### src/rtl/pipe_pkg.sv
// Shared pipeline definitions: ALU control codes, branch condition codes,
// compare encodings and the flag register reset value.
package pipe_pkg;

    localparam logic [3:0] ALU_NOP  = 4'd0;
    localparam logic [3:0] ALU_ADD  = 4'd1;
    localparam logic [3:0] ALU_SUB  = 4'd2;
    localparam logic [3:0] ALU_AND  = 4'd3;
    localparam logic [3:0] ALU_OR   = 4'd4;
    localparam logic [3:0] ALU_XOR  = 4'd5;
    localparam logic [3:0] ALU_SHL  = 4'd6;
    localparam logic [3:0] ALU_CMP  = 4'd7;
    localparam logic [3:0] ALU_SHR  = 4'd8;
    localparam logic [3:0] ALU_LUI  = 4'd9;
    localparam logic [3:0] ALU_ADDI = 4'd10;
    localparam logic [3:0] ALU_SUBI = 4'd11;

    localparam logic [1:0] CMP_EQ   = 2'b00;
    localparam logic [1:0] CMP_LT   = 2'b01;
    localparam logic [1:0] CMP_GT   = 2'b10;
    localparam logic [1:0] CMP_NONE = 2'b11;

    // {carry, zero, cmp[1:0]}
    localparam logic [3:0] FLAGS_RESET = {1'b0, 1'b0, CMP_NONE};

    typedef enum logic [2:0] {
        CondAlways   = 3'd0,
        CondZero     = 3'd1,
        CondNotZero  = 3'd2,
        CondCarry    = 3'd3,
        CondNotCarry = 3'd4,
        CondGt       = 3'd5,
        CondLt       = 3'd6,
        CondEq       = 3'd7
    } br_cond_t;

    // Ops whose {carry, zero} result is architecturally visible.
    function automatic logic writes_cz(input logic [3:0] ctrl);
        case (ctrl)
            ALU_ADD, ALU_SUB, ALU_AND, ALU_OR, ALU_XOR, ALU_SHL,
            ALU_SHR, ALU_ADDI, ALU_SUBI: return 1'b1;
            default:                     return 1'b0;
        endcase
    endfunction

endpackage

### src/rtl/br_cond_eval.sv
// Combinational branch condition decoder; shared with the decode-stage predictor.
module br_cond_eval
    import pipe_pkg::*;
(
    input  br_cond_t   cond,
    input  logic       carry,
    input  logic       zero,
    input  logic [1:0] cmp,
    output logic       taken
);

    always_comb begin
        taken = 1'b0;
        unique case (cond)
            CondAlways:   taken = 1'b1;
            CondZero:     taken = zero;
            CondNotZero:  taken = ~zero;
            CondCarry:    taken = carry;
            CondNotCarry: taken = ~carry;
            CondGt:       taken = (cmp == CMP_GT);
            CondLt:       taken = (cmp == CMP_LT);
            CondEq:       taken = (cmp == CMP_EQ);
            default:      taken = 1'b0;
        endcase
    end

endmodule

### src/rtl/flag_branch_unit.sv
// EX-stage branch resolution: architectural flag register, condition check with
// same-cycle bypass, registered PC redirect and a fixed-length IF/ID flush.
module flag_branch_unit
    import pipe_pkg::*;
#(
    parameter int unsigned ADDR_W       = 32,
    parameter int unsigned FLUSH_CYCLES = 2
) (
    input  logic              clk,
    input  logic              rst_n,
    input  logic              alu_valid,
    input  logic [3:0]        alu_ctrl,
    input  logic [1:0]        alu_flag,
    input  logic [1:0]        alu_cmp,
    input  logic              br_valid,
    input  logic [2:0]        br_cond,
    input  logic [ADDR_W-1:0] br_target,
    output logic              br_ready,
    output logic              redirect_valid,
    output logic [ADDR_W-1:0] redirect_pc,
    output logic              flush,
    output logic [3:0]        flags_q,
    output logic [15:0]       taken_cnt
);

    typedef enum logic [0:0] {StIdle, StFlush} state_t;

    state_t            state_q, state_d;
    logic [2:0]        cnt_q, cnt_d;
    logic [3:0]        flags_d;
    logic [3:0]        flags_r;
    logic              redirect_valid_q;
    logic [ADDR_W-1:0] redirect_pc_q;
    logic [15:0]       taken_cnt_q;
    logic              cond_taken;
    logic              br_taken;

    // Next-state flags; the branch evaluates against these so a same-cycle
    // flag-writing op is treated as older than the branch.
    always_comb begin
        flags_d = flags_r;
        if (alu_valid && state_q == StIdle) begin
            if (writes_cz(alu_ctrl)) begin
                flags_d[3:2] = alu_flag;
            end else if (alu_ctrl == ALU_CMP) begin
                flags_d[1:0] = alu_cmp;
            end
        end
    end

    br_cond_eval u_cond_eval (
        .cond  (br_cond_t'(br_cond)),
        .carry (flags_d[3]),
        .zero  (flags_d[2]),
        .cmp   (flags_d[1:0]),
        .taken (cond_taken)
    );

    assign br_taken = br_valid && br_ready && cond_taken;

    always_ff @(posedge clk or negedge rst_n) begin
        if (!rst_n) begin
            state_q <= StIdle;
            cnt_q   <= 3'd0;
        end else begin
            state_q <= state_d;
            cnt_q   <= cnt_d;
        end
    end

    always_comb begin
        state_d = state_q;
        cnt_d   = cnt_q;
        unique case (state_q)
            StIdle: begin
                if (br_taken) begin
                    state_d = StFlush;
                    cnt_d   = 3'(FLUSH_CYCLES - 1);
                end
            end
            StFlush: begin
                if (cnt_q == 3'd0) begin
                    state_d = StIdle;
                end else begin
                    cnt_d = cnt_q - 3'd1;
                end
            end
            default: state_d = StIdle;
        endcase
    end

    always_comb begin
        br_ready = (state_q == StIdle);
        flush    = (state_q == StFlush);
    end

    always_ff @(posedge clk or negedge rst_n) begin
        if (!rst_n) begin
            flags_r          <= FLAGS_RESET;
            redirect_valid_q <= 1'b0;
            redirect_pc_q    <= '0;
            taken_cnt_q      <= 16'd0;
        end else begin
            flags_r          <= flags_d;
            redirect_valid_q <= br_taken;
            if (br_taken) begin
                redirect_pc_q <= br_target;
            end
            if (br_taken && taken_cnt_q != 16'hFFFF) begin
                taken_cnt_q <= taken_cnt_q + 16'd1;
            end
        end
    end

    assign flags_q        = flags_r;
    assign redirect_valid = redirect_valid_q;
    assign redirect_pc    = redirect_pc_q;
    assign taken_cnt      = taken_cnt_q;

endmodule

### config.mk
export PLATFORM = sky130hd
export DESIGN_NAME = flag_branch_unit
export DESIGN_NICKNAME = d
export VERILOG_FILES = /design/src/rtl/pipe_pkg.sv /design/src/rtl/br_cond_eval.sv /design/src/rtl/flag_branch_unit.sv
export SDC_FILE = /design/constraint.sdc
export NUM_CORES = 1
export LEC_CHECK = 0
export CORE_MARGIN = 1.5
export CORE_UTILIZATION = 45
export CTS_CLUSTER_DIAMETER = 100
export DETAILED_ROUTE_END_ITERATION = 8
export GPL_TIMING_DRIVEN = 0
export MAX_ROUTING_LAYER = met4
export PLACE_DENSITY = 0.83
export SLEW_MARGIN = 20
export SYNTH_ARGS = -nofsm -noshare
export SYNTH_HDL_FRONTEND = slang
export SYNTH_HIERARCHICAL = 1
export SYNTH_SLANG_ARGS = --single-unit
### constraint.sdc
create_clock -name clk -period 9.4 [get_ports clk]
set_clock_uncertainty 0.2 [all_clocks]
set_input_delay 1.88 -clock clk [delete_from_list [all_inputs] [get_ports clk]]
set_output_delay 1.88 -clock clk [all_outputs]
set_load 0.01 [all_outputs]
==> results of run 1 <==
[worst max-delay path, stage by stage]
cell and delay (ps):
clkdlybuf4s50_1 530, nand4_1 100, nor3b_1 290, mux2_2 400, and3b_2 230, o21bai_1 70
a31oi_1 280, nand3b_4 150, or4_4 600, nor3_2 130, mux2_1 330
[path summary, 6_finish.rpt]
path,to,start,cells after the start,slack [ps]
setup / recovery,taken_cnt[15],alu_ctrl[0],11,4390
hold / removal,redirect_pc[13],redirect_pc[13],2,270
setup reg to reg,taken_cnt[15],flush,11,5990
hold reg to reg,redirect_pc[13],redirect_pc[13],2,270
max in group asynchronous,taken_cnt[3],rst_n,1,7130
min in group asynchronous,redirect_pc[7],rst_n,1,1390
[metrics by stage]
stage	cells	utilization (%)	instance area [um2]	worst slack, ps	hold WS [ps]
floorplan	252	-	2490	4760	269
global placement	423	68.6	3590	4090	257
detailed placement	423	68.6	3590	4030	262
CTS	438	72.3	3790	4370	278
global route	438	72.3	3790	4230	295
finish	438	72.3	3790	4390	273
[where the power goes]
| group | leakage (nW) | total (mW) | internal, mW | switching [mW] |
|---|---|---|---|---|
| Clock | 0.102 | 0.225 | 0.135 | 0.0906 |
| Sequential | 0.712 | 0.404 | 0.342 | 0.0618 |
| Combinational | 0.980 | 0.430 | 0.237 | 0.193 |
[cells by family (layout without fill, tap and decap cells)]
logic type	Yosys count	count (layout)
AOI/OAI and AO/OA	14	14
DFF	57	57
adders and majority gates	3	3
xor gates and xnor gates	13	13
buffers and inverters	13	129
muxes	7	7
and+or+nand+nor	145	145
[cell usage after synthesis, types with 3 or more instances]
library cell	n	area share [%]
mux2_2	4	1.8
nor2_1	3	0.45
ha_1	3	1.5
nor3_1	8	1.6
nand2_1	106	16
clkbuf_1	4	0.60
nand4_2	3	1.5
dfrtp_1	55	55
nand3_1	7	1.4
inv_1	5	0.75
a21oi_1	4	0.80
buf_1	3	0.45
xor2_1	12	4.2
nor4_1	3	0.75
[metal layers]
layer | share of wire, % | GRT usage, %
met5 | 0 | -
met4 | 0.85 | 6.91
met3 | 10 | 10.6
met2 | 46 | 33.9
met1 | 43 | 26.5
[sequential cells by signal, summed over array words and instances (netlist names)]
name	count
cnt_q	3
taken_cnt	16
redirect_pc	32
flush	1
flags_q	4
redirect_valid	1
[cell usage in the layout (no fill, tap or decap), drive strengths merged]
cell	netlist	layout
nor4	4	4
ha	3	3
nand3b	2	2
buf	4	5
nand3	7	7
dfrtp	55	55
o21bai	1	1
a41oi	1	1
a21oi	4	4
o2111a	1	1
nor3b	1	1
o21ba	1	1
a31oi	2	2
xnor2	1	1
or4	1	1
and4	2	2
mux2	6	6
nand2	106	106
nand2b	1	1
o21ai	2	2
bufinv	0	1
nand4	5	5
clkinv	0	2
mux2i	1	1
xor2	12	12
inv	5	5
clkdlybuf4s50	0	100
dfstp	2	2
a21o	1	1
a311oi	1	1
nor3	10	10
nor2	4	4
or2	1	1
clkbuf	4	16
and3b	1	1
[cell type report]
cell class,count,area share [%]
clock inverter,3,1.06
multi-input combinational,182,26.8
sequential,57,37.7
tap,70,2.31
inverter,5,0.496
clock buffer,12,4.10
buffer,8,0.826
timing repair buffer,101,26.6
==> results.md, run 1 <==
* Final hold vios at 0
* CTS-repair resized insts at 0
* #FFs+latches synth at 57
* Seq/Total Area, Yosys at 57.3%
* Fill count at 387
* DP HPWL at 4140 um
* CTS tree: done
* Hold crit path type: reg -> reg
* Number of clock sinks at 57
* Post-Synthesis Cells at 252
* Grt total ovfl at 0
* H-tree levels at 3
* Share of flip-flops with an asynchronous set or reset at 100%
* Unrepaired setup endpoints after global routing: no
* Max_cap viols at 0
* Average size of a mapped cell at 9.90 um2
* Die Span Y at 77.5 um
* TNS Setup at 0 ps
* Maximum vdd drop at 180 uV
* Area occupied by registers at 0.00143 mm2
* WS Path Type: in -> reg
* Syn_nets at 302
* Clock transition at the registers of the reported paths at 60 ps
* Tightest Pin Transition at 696 ps
* Initial Utilization at 47.6%
* Antenna Nets Post-Route at 0
* Final setup viols at 0
* Initial DRC count at 95
* N_diodes at 0
* Fraction of layout cells with a size suffix above 1 at 9.24%
* Post-CTS Hold Buffers at 0
* Drt pass-1 iters at 4
* Worst-path maximum fanout at 7
* Synth Area in Adders at 1.50%
* Compound-Gate Fraction of Synth Area at 3.86%
* Via Count at 2161
* Area growth from synthesis to layout at 51.8%
* Critical Path Start Type: input pin
* Standby leakage power at 1.79 nW
* # nets final at 414
* Synth Warn # at 6
* Clock tree buffer depth at 2
* Tcrit/Tclk final at 53.3%
* Clk Latency, worst-skew pair at 320 ps
* Routed vias/inst at 4.93
* Synth Area in XOR/XNOR at 4.56%
* PortBufs at 101
* Critical Path AT at 5010 ps
* CTS Root Cell: clkbuf_8
* Cts bufs inserted at 9
* Initial antenna violation count at 0
* Wirelength per Cell at 13.2 um
* Shortest period the worst path allows at 5010 ps
* Max-slew headroom at 53.6%
* CP endpoint kind: flop
* Post-synthesis simple-gate area fraction at 27.5%
* Die W at 77.5 um
* WL final at 5770 um
* Global placement routability congestion at 0.765
* Largest family of logic cells by synthesized area: simple AND/OR/NAND/NOR gates
* Main synth FF type: dfrtp_1
* Multiplexer share of the synthesized area at 3.26%
* Largest net degree at the start of global routing at 58
* Global-route wire length before repair at 10300 um
* Vias in the first global route at 2283
* All-Layer GR Usage at 22.4%
* Ports at 102
* DRC at 0
* Post-CTS Repair Setup Buffers at 0
* Final Slew Violations at 0
* WP data required at 9400 ps
* Full die area at 0.00600 mm2
* Area of the multi-input gates at 0.00102 mm2
* Tot Pwr at 1.06 mW
* Site Rows at 26
* Post-synth EDFFs at 0
* Synth Cell Area at 0.00249 mm2
* Cell variety after synth at 40
* Area of the core at 0.00524 mm2
* Status: completed
* Fmax at 0.200 GHz
* PwrDens at 280 mW/mm2
No activity file was read; power rests on OpenSTA's default activity.
==> run 2, diff against run 1 <==
--- a/config.mk
+++ b/config.mk
@@ -6,12 +6,12 @@
 export NUM_CORES = 1
 export LEC_CHECK = 0
 export CORE_MARGIN = 1.5
-export CORE_UTILIZATION = 45
+export CORE_UTILIZATION = 43
 export CTS_CLUSTER_DIAMETER = 100
 export DETAILED_ROUTE_END_ITERATION = 8
 export GPL_TIMING_DRIVEN = 0
 export MAX_ROUTING_LAYER = met4
-export PLACE_DENSITY = 0.83
+export PLACE_DENSITY = 0.8
 export SLEW_MARGIN = 20
 export SYNTH_ARGS = -nofsm -noshare
 export SYNTH_HDL_FRONTEND = slang
==> constraint.sdc (replaced) <==
create_clock -name clk -period 5.09 [get_ports clk]
set_clock_uncertainty 0.2 [all_clocks]
set_input_delay 1.018 -clock clk [delete_from_list [all_inputs] [get_ports clk]]
set_output_delay 1.018 -clock clk [all_outputs]
set_load 0.01 [all_outputs]
==> run 2 against run 1 <==
Combinational power up 83%. Die area up 4.5%. Register-to-register slack worse by 4300 ps. Total power up 86%. Sequential share of layout area down 0.15 points. Sequential power up 85%. Cell count up 0.68%. Cell area up 0.40%. Non-clock buffer count unchanged. Wire length up 0.66%. Worst setup slack worse by 3500 ps. First-iteration DRC count down 44%. Critical endpoint unchanged. Largest cell class unchanged. Highest routed layer unchanged.
==> results.md, run 2 (synthesized netlist as in run 1, its figures left out) <==
* R2R setup slack at 1650 ps
* Area of the core at 0.00554 mm2
* Reg2reg start: flush
* Commonest cells after routing, fill and taps aside: nand2_1 (106), clkdlybuf4s50_1 (100), dfrtp_1 (55), xor2_1 (12), clkbuf_8 (12)
* Commonest non-fill, non-tap cell in the layout: nand2_1
* PortBufs at 101
* Clock transition at the registers of the reported paths at 60 ps
* Post-CTS Hold Buffers at 0
* Max incr delay on CP at 600 ps
* CTS tree: done
* Cells along the critical path: clkdlybuf4s50_1 -> nand4_1 -> nor3b_1 -> mux2_2 -> and3b_2 -> o21bai_1 -> a31oi_1 -> nand3b_4 -> or4_4 -> nor3_2 -> mux2_1
* Final Slew Violations at 0
* CP max-delay cell: or4_4
* Full die area at 0.00627 mm2
* HP Start: redirect_pc[24]
* Unrepaired setup endpoints after global routing: no
* DP HPWL at 4150 um
* Fmax at 0.239 GHz
* WP buf/inv at 1
* Wirelength per Cell at 13.2 um
* Number of flip-flops in the largest register at 32
* Worst-path maximum fanout at 7
* Fin cells at 441
* Site Rows at 27
* Area growth from synthesis to layout at 52.4%
* Top Family by Delay on Critical Path: simple AND/OR/NAND/NOR gates
* Worst r2r path cells at 11
* Largest net degree at the start of global routing at 58
* Status: completed
* Fill count at 451
* All-Layer GR Usage at 20.7%
* Max_cap viols at 0
* # nets final at 414
* Critical Path Start Type: input pin
* Clock tree buffer depth at 2
* Initial DRC count at 53
* Tightest Pin Transition at 682 ps
* Tcrit/Tclk final at 82.1%
* N_diodes at 0
* Grt total ovfl at 0
* Hold crit path type: reg -> reg
* Max-slew headroom at 54.5%
* CTS-repair resized insts at 0
* TNS Setup at 0 ps
* Hold Path Stages at 2
* Via Count at 2155
* Final hold vios at 0
* Final setup viols at 0
* Hold EP: redirect_pc[24]
* Number of clock sinks at 57
* CTS Root Cell: clkbuf_8
* Global-route wire length before repair at 9790 um
* WS Path Type: in -> reg
* Initial antenna violation count at 0
* WP data required at 5090 ps
* Maximum vdd drop at 353 uV
* DRC at 0
* R2R Path End: taken_cnt[15]
* Post-CTS Repair Setup Buffers at 0
* Standby leakage power at 1.80 nW
* Ports at 102
* Critical Path AT at 4180 ps
* Initial Utilization at 45.0%
* Cts bufs inserted at 9
* Routed vias/inst at 4.89
* Fraction of layout cells with a size suffix above 1 at 9.21%
* Die Span Y at 79.2 um
* H-tree levels at 3
* Die W at 79.2 um
* Global placement routability congestion at 0.849
* Drt pass-1 iters at 4
* Post-Place Cells at 425
* Vias in the first global route at 2160
* Antenna Nets Post-Route at 0
* CP endpoint kind: flop
* WL final at 5810 um
* PwrDens at 518 mW/mm2
* Shortest period the worst path allows at 4180 ps
* Clk Latency, worst-skew pair at 320 ps
[run 2: changes by cell type in the layout (fill, tap and decap cells not counted)]
cell	change
clkbuf_8	+1
clkbuf_1	+1
clkinv_2	-1
[run 2: power by group]
part | switching (mW) | total (mW) | internal (mW)
Clock | 0.168 | 0.434 | 0.266
Sequential | 0.116 | 0.748 | 0.632
Combinational | 0.350 | 0.787 | 0.437
Total | 0.634 | 1.97 | 1.33
[run 2: worst min-delay path: stages (launching register included)]
cell	delay, ps
dfrtp_1	340
nand2_1	50
nand2_1	50
[run 2: worst max path at each step]
stage / startpoint / end / cells after the start
floorplan: alu_ctrl[1] / taken_cnt[15] / 10
global placement: alu_ctrl[0] / taken_cnt[15] / 11
detailed placement: alu_ctrl[0] / taken_cnt[15] / 11
CTS: alu_ctrl[0] / taken_cnt[15] / 11
global route: alu_ctrl[0] / taken_cnt[15] / 11
finish: alu_ctrl[0] / taken_cnt[15] / 11
[run 2: per-stage QoR]
step	cell area, um2	hold slack [ps]	utilization [%]	setup WS, ps	power (mW)
finish	3800	272	68.6	910	1.97
global route	3800	297	68.6	752	2.10
CTS	3800	278	68.6	923	1.99
detailed placement	3590	262	64.9	593	1.54
global placement	3600	257	64.9	613	1.52
floorplan	2490	269	-	1320	1.09
[run 2: area by class of cell]
cell class,count,area [um2],share of cell area [%]
inverters,5,18.8,0.494
flip-flops and latches,57,1430,37.6
repair buffers,101,1010,26.5
plain buffers,8,31.3,0.823
clock buffers,14,173,4.54
well taps,72,90.1,2.37
clock inverters,2,35.0,0.922
multi-input cells,182,1020,26.7
[run 2: routing by layer]
layer / share of wire [%] / routed length [um] / GRT usage (%) / vias up
li1: - / - / - / 1059
met1: 44 / 2560 / 25.7 / 1008
met2: 46 / 2670 / 31.5 / 79
met3: 8.2 / 477 / 6.67 / 9
met4: 1.6 / 95 / 8.42 / 0
met5: 0 / 0 / - / -
==> RTL edit 1: new RTL, config.mk and constraints of run 2 <==
The parameter `ADDR_W` goes from 32 to 24.
--- a/src/rtl/flag_branch_unit.sv
+++ b/src/rtl/flag_branch_unit.sv
@@ -5,3 +5,3 @@
 #(
-    parameter int unsigned ADDR_W       = 32,
+    parameter int unsigned ADDR_W       = 24,
     parameter int unsigned FLUSH_CYCLES = 2
Ports: changed (resized br_target and redirect_pc); port bits go from 102 to 86. The function was not compared with the original's and may differ.
==> RTL edit 1 against run 2 <==
Non-clock buffer count decreased by 18. Final area decreased by 13%. Combinational power decreased by 17%. Largest power group unchanged. Worst setup slack improved by 0.064 ns. Sequential cell count decreased by 8. Total power decreased by 18%. First-iteration DRC count increased by 58%. Register-to-register slack improved by 0.06 ns. Area after synthesis decreased by 11%. Core utilization decreased by 0.53 points. Largest cell class unchanged. Critical path depth unchanged. Fmax increased by 1.6%. Wire length decreased by 16%.
==> RTL edit 1: results (changes against run 2) <==
| Metric | Value |
|---|---|
| Flop pwr share | 38.8% (+0.8 points) |
| R2r setup slk | 1.71 ns (+0.06 ns) |
| DR WL/cell | 12.8 um (-2.7%) |
| Vias per cell | 4.95 (+1.3%) |
| Power Internal | 1.10 mW (-18%) |
| Max reg flops | 24 (-25%) |
| Global-route wire length before repair | 8.19 mm (-16%) |
| CP max stage delay | 0.52 ns (-0.08 ns) |
| Sequential cell area fraction in the yosys report | 55.5% (-1.8 points) |
| Total global-route track usage | 20.2% (-0.55 points) |
| Synth Area in Compound Gates | 5.37% (+1.5 points) |
| Post-Synth Adder-Cell Area | 1.70% (+0.19 points) |
| Hold slack | 0.279 ns (+0.00659 ns) |
| Worst vdd ir | 0.345 mV (-2.2%) |
| CTS H-tree depth | 2 (-1) |
| TritonCTS Buffers | 5 (-4) |
| Synth cell count leaders | nand2_1, dfrtp_1, nand3_1, xor2_1 |
| LEAKAGE | 1.52 nW (-16%) |
| Synth Area per Inst | 10.1 um2 (+2.1%) |
| Seq group | 628 uW (-16%) |
| Slowest CP cell | clkdlybuf4s50_1 |
| Status | complete, no violations |
| Final min period | 4.12 ns (-0.0643 ns) |
| Slew headroom | 69.6% (+15 points) |
| Dpl hpwl | 3.63 mm (-13%) |
| Detailed Route Iter0 Violations | 84 (+58%) |
| Number of buffers added on ports | 85 (-16%) |
| Min-Delay Startpoint | redirect_pc[1] |
| Setup slack at placement | 0.672 ns (+0.0788 ns) |
[RTL edit 1: cell count changes after synthesis, moves of 2 or more]
cell / delta
nand2_1: -26
dfrtp_1: -8
xor2_1: -5
nand4_1: +4
nand4_2: -3
nor2_1: +3
nor3_1: -3
nor3_2: -2
nor3b_1: +2
nor4_1: -2
xnor2_1: +2
[RTL edit 1: area by class of cell]
class / instances / area (um2)
Fill cell: 402 / 1550
Sequential cell: 49 / 1230
Multi-Input combinational cell: 160 / 947
Timing Repair Buffer: 86 / 866
Tap cell: 67 / 83.8
Clock buffer: 5 / 68.8
Clock inverter: 3 / 68.8
Buffer: 5 / 18.8
Inverter: 5 / 18.8
[RTL edit 1: routing by layer]
metal / share of wire (%) / track usage, % / wire [um] / up-vias
met2: 45 / 32.2 / 2190 / 72
met4: 1.4 / 6.67 / 68 / 0
met3: 9.2 / 7.76 / 446 / 7
li1: - / - / - / 924
met5: 0 / - / 0 / -
met1: 45 / 23.5 / 2170 / 878
==> RTL edit 2: new RTL, settings of run 2 <==
Without the edit above. Make the reset (`rst_n`) synchronous in 2 clocked blocks.
--- a/src/rtl/flag_branch_unit.sv
+++ b/src/rtl/flag_branch_unit.sv
@@ -60,3 +60,3 @@
 
-    always_ff @(posedge clk or negedge rst_n) begin
+    always_ff @(posedge clk) begin
         if (!rst_n) begin
@@ -96,3 +96,3 @@
 
-    always_ff @(posedge clk or negedge rst_n) begin
+    always_ff @(posedge clk) begin
         if (!rst_n) begin
Formal check against the unedited RTL: differs if rst_n is asserted again (counterexample within 4 cycles, from zero or initial values and one cycle with rst_n low); with rst_n held inactive, the same outputs for 10 cycles.
==> RTL edit 2 against run 2 <==
Critical path depth grew 1. Sequential cell count unchanged. Count of clock-buffer cells in the layout decreased by 3. Via count is 18% higher. Area after synthesis is 4.2% lower. Final area is 1.8% lower. Wire length rose by 8.0%. Worst setup slack worse by 0.040 ns. Non-clock buffer count up 8. Final cell count grew 8.8%.
Power is not compared: it rests on default switching activity, and its combinational part moved more than twofold at a synthesized area within 25%.
==> RTL edit 2: results (changes against run 2) <==
| Metric | Value |
|---|---|
| Status | complete, no violations |
| Synth top area cells | dfxtp_1, nand2_1, a21oi_1 |
| Sequential cell area fraction in the yosys report | 47.7% (-9.5 points) |
| Full die area | 6010 um2 (-4.1%) |
| Post-CTS Setup Inserts | 0 (unchanged) |
| Dpl hpwl | 4.64 mm (+12%) |
| Total global-route track usage | 22.4% (+1.7 points) |
| Clock Path Buffers | 2 (unchanged) |
| Setup slack at placement | 0.579 ns (-0.0142 ns) |
| CTS H-tree depth | 3 (unchanged) |
| FFs w/ async S/R, synth | 0% (-100 points) |
| Global-route wire length before repair | 10.6 mm (+7.9%) |
| Slowest CP cell | or4_1 |
| Critical Path Fanout Max | 6 (-1) |
| Yosys cell types | 42 (+5.0%) |
| Vias in the first global route | 2356 (+9.1%) |
| Layout cells sized above 1 | 6.10% (-3.1 points) |
| Detailed Route Iter0 Violations | 107 (+100%) |
| Vias per cell | 5.29 (+8.2%) |
| Delay-heaviest family, CP | simple AND/OR/NAND/NOR gates |
| Hold Path Class | flop to flop |
| Cells after Synth | 293 (+16%) |
| Slew headroom | 45.0% (-9.5 points) |
| TritonCTS Buffers | 9 (unchanged) |
| WL final | 6.27 mm (+8.0%) |
| Final-report hold violation count | 0 (unchanged) |
| Crit path DAT | 4.27 ns (+0.09 ns) |
| Worst-Skew Late Latency | 0.32 ns (about the same) |
| Dpl cell area | 3490 um2 (-2.9%) |
| Clk slew on worst S/H paths | 0.06 ns (about the same) |
| Ys Warns | 6 (unchanged) |
| Syn nets | 343 (+14%) |
| Largest net degree at the start of global routing | 11 (-81%) |
| CP max stage delay | 0.53 ns (-0.07 ns) |
| Total congestion overflow | 0 (unchanged) |
| 1st-pass router iterations | 4 (unchanged) |
| Vias | 2539 (+18%) |
| Placed Cells | 464 (+9.2%) |
| Antenna violations before repair | 0 (unchanged) |
| GPL Wtd Cong | 0.904 (+6.5%) |
| Synth cell count leaders | nand2_1, dfxtp_1, a21oi_1 |
| Number of buffers added on ports | 101 (unchanged) |
| Root Driver | clkbuf_8 |
[RTL edit 2: worst paths after layout]
check                               startpoint  cells past startpoint  slack [ns]             end
worst max register to register           flush                     11        1.62    taken_cnt[6]
worst min register to register  redirect_pc[5]                      2        0.25  redirect_pc[5]
worst min-delay path            redirect_pc[5]                      2        0.25  redirect_pc[5]
worst max-delay path               alu_ctrl[3]                     12        0.87    taken_cnt[6]
[RTL edit 2: power by group]
group          internal [mW]  switching (mW)
sequential             0.465          0.0106
clock                  0.338           0.178
combinational         0.0852          0.0701
total                  0.889           0.259
[RTL edit 2: logic make-up after synthesis]
kind of cell | share of synthesized area, %
AND/OR/NAND/NOR | 25.0
AO/OA/AOI/OAI | 19.3
flip-flops | 47.7
buffers and inverters | 4.29
multiplexers | 1.36
adder cells (fa/ha/maj) | 1.57
XOR/XNOR | 0.733
[RTL edit 2: tightest hold or removal path, delay by kind of cell (launching register included)]
family | cells | cell delay (ns)
simple gates | 1 | 0.05
flops | 1 | 0.31
compound gates | 1 | 0.05
[RTL edit 2: layout make-up]
class                           instances  area (um2)
Buffer                                 16        68.8
Clock buffer                           11         141
Clock inverter                          5         103
Fill cell                             435        1510
Inverter                                9        33.8
Multi-Input combinational cell        211        1150
Sequential cell                        57        1140
Tap cell                               70        87.6
Timing Repair Buffer                  101        1010
[RTL edit 2: routing by layer]
layer	part of all wire, %	track usage, %	wire (um)	vias up
met4	1.7	8.73	105	0
li1	-	-	-	1259
met1	42	26.5	2660	1181
met2	48	34.9	3010	89
met5	0	-	0	-
met3	8.0	8.00	499	10
